==> src/rtl/framebuffer_row_tx_pkg.sv <==
// Opcode constants and FSM state encoding for the row readback transmitter.
// READBACK_CHECKSUM_EN adds the CSUM state.
package framebuffer_row_tx_pkg;

    localparam logic [7:0] CMD_ROW_LOAD = 8'h4C;
    localparam logic [7:0] CMD_EOL      = 8'h0A;

    typedef enum logic [3:0] {
        StIdle,
        StHdr,
        StRowb,
        StFetch,
        StWait,
        StData,
        StEol,
        StFin
`ifdef READBACK_CHECKSUM_EN
        , StCsum
`endif
    } state_e;

endpackage

==> src/rtl/uart_byte_tx.sv <==
// 8N1 UART byte serialiser, LSB first, idle high. tx_ready is also high in the
// final tick of the stop bit so a load there chains the next start bit with no gap.
module uart_byte_tx #(
    parameter int unsigned UART_TICKS_PER_BIT = 65,
    parameter int unsigned UART_TICKS_WIDTH   = 7
) (
    input  logic       clk_in,
    input  logic       reset,
    input  logic [7:0] data,
    input  logic       load,
    output logic       tx_ready,
    output logic       tx_out
);

    localparam logic [UART_TICKS_WIDTH-1:0] LAST_TICK = UART_TICKS_WIDTH'(UART_TICKS_PER_BIT - 1);
    localparam logic [3:0]                  STOP_BIT  = 4'd9;

    logic                        active_q, active_d;
    logic [UART_TICKS_WIDTH-1:0] tick_q, tick_d;
    logic [3:0]                  bit_q, bit_d;
    logic [8:0]                  shreg_q, shreg_d;
    logic                        line_q, line_d;
    logic                        last_tick;

    assign last_tick = (tick_q == LAST_TICK);
    assign tx_ready  = !active_q || (last_tick && (bit_q == STOP_BIT));
    assign tx_out    = line_q;

    always_comb begin
        active_d = active_q;
        tick_d   = tick_q;
        bit_d    = bit_q;
        shreg_d  = shreg_q;
        line_d   = line_q;
        if (load && tx_ready) begin
            active_d = 1'b1;
            tick_d   = '0;
            bit_d    = '0;
            shreg_d  = {1'b1, data};
            line_d   = 1'b0;
        end else if (active_q) begin
            if (last_tick) begin
                tick_d = '0;
                if (bit_q == STOP_BIT) begin
                    active_d = 1'b0;
                end else begin
                    // Shifting in ones makes the stop bit fall out after the data.
                    bit_d   = bit_q + 4'd1;
                    line_d  = shreg_q[0];
                    shreg_d = {1'b1, shreg_q[8:1]};
                end
            end else begin
                tick_d = tick_q + UART_TICKS_WIDTH'(1);
            end
        end
    end

    always_ff @(posedge clk_in or negedge reset) begin
        if (!reset) begin
            active_q <= 1'b0;
            tick_q   <= '0;
            bit_q    <= '0;
            shreg_q  <= '1;
            line_q   <= 1'b1;
        end else begin
            active_q <= active_d;
            tick_q   <= tick_d;
            bit_q    <= bit_d;
            shreg_q  <= shreg_d;
            line_q   <= line_d;
        end
    end

endmodule

==> src/rtl/framebuffer_row_tx.sv <==
// Reads one framebuffer row from RAM and sends it as an 'L', row, data..., LF frame over UART.
// READBACK_CHECKSUM_EN inserts an XOR checksum byte (row byte and data bytes) before the LF.
module framebuffer_row_tx
    import framebuffer_row_tx_pkg::*;
#(
    parameter int unsigned UART_TICKS_PER_BIT = 65,
    parameter int unsigned UART_TICKS_WIDTH   = 7,
    parameter int unsigned BYTES_PER_ROW      = 128,
    parameter int unsigned ROW_WIDTH          = 5,
    parameter int unsigned ADDR_WIDTH         = 12
) (
    input  logic                  clk_in,
    input  logic                  reset,
    input  logic                  start,
    input  logic [ROW_WIDTH-1:0]  row,
    output logic [ADDR_WIDTH-1:0] ram_address,
    output logic                  ram_clk_enable,
    input  logic [7:0]            ram_data_in,
    output logic                  busy,
    output logic                  done,
    output logic                  tx_out
);

    localparam logic [7:0] LAST_IDX = 8'(BYTES_PER_ROW - 1);

    state_e               state_q, state_d;
    logic [ROW_WIDTH-1:0] row_q, row_d;
    logic [7:0]           idx_q, idx_d;
    logic [7:0]           byte_q, byte_d;
    logic                 busy_q, busy_d;
    logic                 done_q, done_d;
    logic                 tx_load;
    logic                 tx_ready;
    logic [7:0]           tx_data;
`ifdef READBACK_CHECKSUM_EN
    logic [7:0]           csum_q, csum_d;
`endif

    assign ram_address = ADDR_WIDTH'(row_q) * ADDR_WIDTH'(BYTES_PER_ROW) + ADDR_WIDTH'(idx_q);
    assign busy        = busy_q;
    assign done        = done_q;

    always_comb begin
        state_d        = state_q;
        row_d          = row_q;
        idx_d          = idx_q;
        byte_d         = byte_q;
        busy_d         = busy_q;
        done_d         = 1'b0;
        tx_load        = 1'b0;
        tx_data        = CMD_ROW_LOAD;
        ram_clk_enable = 1'b0;
`ifdef READBACK_CHECKSUM_EN
        csum_d         = csum_q;
`endif
        unique case (state_q)
            StIdle: begin
                if (start) begin
                    row_d   = row;
                    idx_d   = '0;
                    busy_d  = 1'b1;
                    state_d = StHdr;
`ifdef READBACK_CHECKSUM_EN
                    csum_d  = '0;
`endif
                end
            end
            StHdr: begin
                tx_data = CMD_ROW_LOAD;
                if (tx_ready) begin
                    tx_load = 1'b1;
                    state_d = StRowb;
                end
            end
            StRowb: begin
                tx_data = 8'(row_q);
                if (tx_ready) begin
                    tx_load = 1'b1;
                    state_d = StFetch;
`ifdef READBACK_CHECKSUM_EN
                    csum_d  = csum_q ^ tx_data;
`endif
                end
            end
            // Fetch and capture run while the previous byte is still on the line.
            StFetch: begin
                ram_clk_enable = 1'b1;
                state_d        = StWait;
            end
            StWait: begin
                byte_d  = ram_data_in;
                state_d = StData;
            end
            StData: begin
                tx_data = byte_q;
                if (tx_ready) begin
                    tx_load = 1'b1;
                    idx_d   = idx_q + 8'd1;
`ifdef READBACK_CHECKSUM_EN
                    csum_d  = csum_q ^ byte_q;
                    state_d = (idx_q == LAST_IDX) ? StCsum : StFetch;
`else
                    state_d = (idx_q == LAST_IDX) ? StEol : StFetch;
`endif
                end
            end
`ifdef READBACK_CHECKSUM_EN
            StCsum: begin
                tx_data = csum_q;
                if (tx_ready) begin
                    tx_load = 1'b1;
                    state_d = StEol;
                end
            end
`endif
            StEol: begin
                tx_data = CMD_EOL;
                if (tx_ready) begin
                    tx_load = 1'b1;
                    state_d = StFin;
                end
            end
            // tx_ready here means the LF stop bit is in its last tick.
            StFin: begin
                if (tx_ready) begin
                    done_d  = 1'b1;
                    busy_d  = 1'b0;
                    state_d = StIdle;
                end
            end
            default: state_d = StIdle;
        endcase
    end

    always_ff @(posedge clk_in or negedge reset) begin
        if (!reset) begin
            state_q <= StIdle;
            row_q   <= '0;
            idx_q   <= '0;
            byte_q  <= '0;
            busy_q  <= 1'b0;
            done_q  <= 1'b0;
`ifdef READBACK_CHECKSUM_EN
            csum_q  <= '0;
`endif
        end else begin
            state_q <= state_d;
            row_q   <= row_d;
            idx_q   <= idx_d;
            byte_q  <= byte_d;
            busy_q  <= busy_d;
            done_q  <= done_d;
`ifdef READBACK_CHECKSUM_EN
            csum_q  <= csum_d;
`endif
        end
    end

    uart_byte_tx #(
        .UART_TICKS_PER_BIT (UART_TICKS_PER_BIT),
        .UART_TICKS_WIDTH   (UART_TICKS_WIDTH)
    ) u_uart_byte_tx (
        .clk_in   (clk_in),
        .reset    (reset),
        .data     (tx_data),
        .load     (tx_load),
        .tx_ready (tx_ready),
        .tx_out   (tx_out)
    );

endmodule

==> config.mk <==
export PLATFORM = sky130hd
export DESIGN_NAME = framebuffer_row_tx
export DESIGN_NICKNAME = d
export VERILOG_FILES = /design/src/rtl/framebuffer_row_tx_pkg.sv /design/src/rtl/uart_byte_tx.sv /design/src/rtl/framebuffer_row_tx.sv
export SDC_FILE = /design/constraint.sdc
export NUM_CORES = 1
export LEC_CHECK = 0
export ABC_AREA = 1
export CAP_MARGIN = 20
export CORE_MARGIN = 3
export CORE_UTILIZATION = 48
export DETAILED_ROUTE_END_ITERATION = 8
export PLACE_DENSITY = 0.7
export SLEW_MARGIN = 5
export SYNTH_ARGS = -nofsm -noshare
export SYNTH_HDL_FRONTEND = slang
export SYNTH_SLANG_ARGS = --single-unit
export TNS_END_PERCENT = 5
==> constraint.sdc <==
create_clock -name clk_in -period 1.7 [get_ports clk_in]
set_input_delay 0.255 -clock clk_in [delete_from_list [all_inputs] [get_ports clk_in]]
set_output_delay 0.255 -clock clk_in [all_outputs]
set_load 0.03 [all_outputs]
* Yosys cells after proc, flatten, opt, wreduce, memory -nomap -nowiden
Index checks and enable logic that the tools add are counted.
** Word-level totals
- Flip-flop bits (word level) :: 49
- Bits of input ports :: 16
- Output and inout port bits :: 16
- Word-level logic and storage cells :: 85
** Operators by class
- Add/subtract/negate cells :: 4
- Eq/ne operators :: 17
- Muxes and demuxes :: 38
- Reduce and logical (&&, ||, !) cells :: 15
** Operator list (count)
- 4-bit two-way mux :: 10
- 9-bit two-way mux :: 4
- 4-bit one-hot mux with 8 select lines :: 1
- 8-bit one-hot mux with 3 select lines :: 1
- 7-bit two-way mux :: 3
- 4-bit by 3-bit equality test with 1-bit output (second input constant) :: 4
- 8-bit two-way mux :: 2
- 8-bit one-hot mux with 2 select lines :: 1
- 1-bit two-way mux :: 14
- 12-bit by 8-bit adder with 12-bit output :: 1
- 2-bit by 1-bit != test with 1-bit output (second input constant) :: 5
- 3-bit AND reduction :: 3
- 8-bit by 1-bit adder with 8-bit output (second input constant) :: 1
- 4-bit by 2-bit equality test with 1-bit output (second input constant) :: 2
- 8-bit by 7-bit equality test with 1-bit output (second input constant) :: 1
- 2-bit nonzero test :: 4
- 7-bit by 1-bit adder with 7-bit output (second input constant) :: 1
- 7-bit equality test (second input constant) :: 1
- 6-bit AND reduction :: 1
- 4-bit by 1-bit adder with 4-bit output (second input constant) :: 1
- 4-bit by 1-bit equality test with 1-bit output (second input constant) :: 1
- 4-bit equality test (second input constant) :: 1
- 4-bit zero test :: 1
- 2-bit != test (second input constant) :: 2
- other kinds (7) :: 8

* Depth between registers and ports, before layout
- Word-level depth :: 8
- Gate-level depth with buffers :: 12
- Gate-level depth less buffers :: 11

* Cells and area by module
From an unflattened synthesis, not the netlist that was laid out.
** Unflattened totals
- Cells, all modules :: 319
- Area total of the unflattened synthesis :: 2661.3 um^2
** By module, submodules not included
- framebuffer_row_tx :: times used 1, cells an instance 181, area an instance 1492.7 um^2, sequential area each 650.6 um^2
- uart_byte_tx :: times used 1, cells an instance 138, area an instance 1168.6 um^2, sequential area each 536.8 um^2

* Worst setup path after synthesis
No wires, ideal clock.
- Path type :: register to output
- Start point :: register idx_q[7]
- End point :: output port ram_address[11]
- Arrival time :: 1300 ps
- Required time :: 1445 ps
- Path slack :: 145 ps
- Cell stages (with the launch flop) :: 5
- Buffers on the path :: 0
- Cell sequence :: dfrtp_1 ha_1 ha_1 nand3_1 xnor2_1
** Between the ends
- Cells in the longest elaborated chain, start to end :: 1
** RTL lines
- start: declaration :: RTL line framebuffer_row_tx.sv:28 : logic [7:0] idx_q, idx_d;
- start signal: assignment :: RTL line framebuffer_row_tx.sv:149 : idx_q <= idx_d;
- 12-bit by 8-bit adder with 12-bit output :: RTL line framebuffer_row_tx.sv:39 : assign ram_address = ADDR_WIDTH'(row_q) * ADDR_WIDTH'(BYTES_PER_ROW) + ADDR_WIDTH'(idx_q);
- end: declaration :: RTL line framebuffer_row_tx.sv:16 : output logic [ADDR_WIDTH-1:0] ram_address,
Every way passes these cells.

* Final worst setup path
Ends and elaborated chain as after synthesis.

==> impl_metrics.py <==
metrics = {
    "status": {
        "run_status": "finished, violations left",
        "violations": "negative setup slack",
    },
    "setup_path": {
        "cp.arrival_ps": 1460,
        "regToRegSetupSlack_ps": 130,
        "crit_required_ps": 1440,
        "worstPathMaxFanout": 2,
        "worstSetupStartpointType": "flop",
        "r2r-end": "u_uart_byte_tx.shreg_q[4]",
        "reg2reg_from": "u_uart_byte_tx.tick_q[0]",
        "rr_worst_depth": 12,
        "end_kind": "output pin",
        "path_class": "flop to output pin",
    },
    "place": {
        "gp_congestion": 0.812,
        "placed_cell_area_sq_mm": 0.00302,
        "dp_hpwl_mm": 3.77,
        "portBuffers": 31,
        "pre_cts_slack_ps": -4.51,
    },
    "synthesis": {
        "synthDistinctLibCells": 33,
        "synth_fp_nets": 338,
        "synthMuxAreaShare": 0.0588,
        "synth-adder-area-share": 0.0329,
        "yosysWarnings": 0,
        "synth_top_family_by_area": "simple AND/OR/NAND/NOR gates",
        "synth-compound-area-share": 0.0612,
        "syn_area_sq_mm": 0.00266,
        "synth_xor_area_frac": 0.0296,
        "synthSimpleGateAreaFrac": 0.266,
        "synthFlopType": "dfrtp_1",
        "synth-edff-count": 0,
        "ys_seq_area_frac": 0.447,
        "synth_seq_cells": 47,
        "synth_cells": 315,
        "async_reset_ff_frac": 1.00,
        "avgSynthCellArea_sq_um": 8.44,
    },
    "timing": {
        "rsz0062_at_grt": "true",
        "setup_viol": 1,
        "fmax_mhz": 585,
        "maxSlewViolCount": 0,
        "hold_violations": 0,
        "min_period_ps": 1710,
        "tightest_slew_ps": 430,
        "fin_skew_ps": 8.57,
        "period_share": 1.01,
        "fin_ws_ps": -10.2,
        "maxSlewHeadroom": 0.713,
    },
    "layout": {
        "multi_input_area_sq_mm": 0.00126,
        "antenna_cells": 0,
        "fin_area_sq_mm": 0.00320,
        "layout.nets": 380,
        "fillerInstances": 479,
        "layout-drive-gt1-share": 0.207,
        "syn_to_final_growth_pct": 20.5,
        "regArea_sq_mm": 0.00119,
    },
    "grt": {
        "antenna_found_initial": 0,
        "grt.overflow.total": 0,
        "grt_max_degree": 48,
        "grt_pass1_vias": 2096,
        "grt_use_met1": 0.227,
        "grtUsageTotal": 0.178,
        "met2_usage": 0.297,
        "busiest_layer": "met2",
        "grt_pass1_wl_mm": 9.09,
        "met3_usage": 0.0381,
    },
    "detailed_routing": {
        "routedWlPerCell_microns": 12.2,
        "via_per_inst": 5.05,
        "drc": 0,
        "first_pass_iters": 4,
        "wl_mm": 5.24,
        "postRouteAntennaNets": 0,
        "vias": 2163,
        "drtIter0Drc": 141,
    },
    "cts": {
        "tritoncts": "done",
        "worstSkewPairLatency_ps": 300,
        "htreeDepth": 2,
        "cts_num_sinks": 47,
        "cts_root_buf": "clkbuf_8",
        "cts_buffers": 5,
        "clockBufferDepth": 2,
        "clk_pin_slew_ps": 90,
    },
    "power_and_ir_drop": {
        "ir_worst_vdd_mv": 0.379,
        "leakage_nw": 1.66,
        "cellPowerDensity_mw_per_mm2": 596,
    },
    "floorplan": {
        "initial_core_util": 0.508,
        "die_h_microns": 80.4,
        "core_sq_mm": 0.00524,
        "dieArea_sq_mm": 0.00647,
        "rows": 26,
        "io_pins": 32,
        "die_w_microns": 80.4,
    },
    "hold_path": {
        "min_path_type": "input port to asynchronous set/reset pin",
    },
    "job": {
        "drv_cap": 0,
    },
}
[registers in the layout, summed over array words and instances (netlist names)]
signal / count
u_uart_byte_tx.active_q: 1
idx_q: 8
u_uart_byte_tx.tx_out: 1
state_q: 3
busy: 1
u_uart_byte_tx.tick_q: 7
u_uart_byte_tx.bit_q: 4
u_uart_byte_tx.shreg_q: 8
done: 1
byte_q: 8
row_q: 5
[per-layer routing]
metal  vias up  wire [microns]  share of wire
met5         -               0              0
met4         0              79          0.015
met3         6             185          0.035
met2        39            2430           0.46
met1      1020            2550           0.49
li1       1098               -              -
[worst max path at each step]
stage          cells past startpoint  slack, ps                   endpoint                     from
2_1_floorplan                      4        140            ram_address[11]                 idx_q[7]
3_3_place_gp                       9         80  u_uart_byte_tx.shreg_q[4]  u_uart_byte_tx.bit_q[0]
3_5_place_dp                      10         -5    u_uart_byte_tx.bit_q[3]  u_uart_byte_tx.bit_q[1]
4_1_cts                            5        -90            ram_address[11]                 idx_q[7]
5_1_grt                            5        -90            ram_address[11]                 idx_q[7]
6_report                           5        -10            ram_address[11]                 idx_q[7]
[kinds of logic after synthesis]
family / Yosys count
XOR/XNOR: 9
AND/OR/NAND/NOR: 154
adder cells (fa/ha/maj): 7
buffers and inverters: 55
flip-flops: 47
multiplexers: 13
AO/OA/AOI/OAI: 30
[cell usage in the layout, fill, tap and decap left out, drive strengths merged, types with 2 or more instances in the layout]
master,n
dfrtp,38
mux2,12
nor2,22
clkdlybuf4s50,18
dlymetal6s2s,3
dlygate4sd2,3
clkbuf,9
nand4,7
o22ai,3
xnor2,2
dfstp,9
a21oi,5
nor3,4
inv,41
buf,22
ha,7
xor2,7
o21ai,20
nand2,84
nand3b,2
nand3,34
[layout make-up]
cell class	instances	area share
timing repair buffer	48	0.135
sequential	47	0.371
multi-input combinational	214	0.394
inverter	41	0.0480
clock buffer	8	0.0250
tap	70	0.0273
[through the flow]
stage / cells / setup TNS (ps) / power, mW / hold slack, ps / util
detailed placement: 414 / -4.51 / 1.27 / 261 / 0.576
floorplan: 315 / 0 / 1.20 / -40.6 / -
global route: 428 / -164 / 1.99 / 480 / 0.612
finish: 428 / -10.2 / 1.91 / 449 / 0.612
CTS: 423 / -102 / 1.94 / 457 / 0.594
global placement: 414 / 0 / 1.27 / 258 / 0.576
[worst max-delay path: stages, from the launching register on]
cell and delay (ps):
dfrtp_1 390, ha_2 220, ha_4 140, nand3_2 70, xnor2_1 160, buf_4 180
[Yosys cell counts (4+ instances only)]
cell type / n / area, sq um
buf_6: 6 / 67.6
o21ai_1: 5 / 25.0
ha_1: 7 / 87.6
nand2_1: 79 / 297
a21oi_1: 4 / 20.0
dfstp_2: 9 / 236
nand3_1: 30 / 150
xor2_1: 7 / 61.3
nor2_1: 21 / 78.8
dfrtp_1: 38 / 951
buf_4: 7 / 52.6
nor3_1: 4 / 20.0
o21ai_0: 15 / 75.1
inv_2: 5 / 18.8
mux2_2: 9 / 101
nand4_1: 7 / 43.8
inv_1: 36 / 135
[repair_timing]
item	4_1_cts	5_1_grt
gates cloned	0	1
endpoints found under the hold margin	38	0
hold buffers	1	0
gates resized for setup	7	16
setup endpoints to repair	11	30
pin swaps	0	2
buffers inserted	0	4
[power by group]
| group | total [mW] | leakage [nW] | switching, mW | internal [mW] |
|---|---|---|---|---|
| logic | 0.0955 | 1.09 | 0.0417 | 0.0538 |
| clock network | 0.661 | 0.0395 | 0.368 | 0.293 |
| registers | 1.15 | 0.529 | 0.00963 | 1.14 |
| total | 1.91 | 1.66 | 0.420 | 1.49 |
Note: power is estimated with default switching activity, not from simulation.
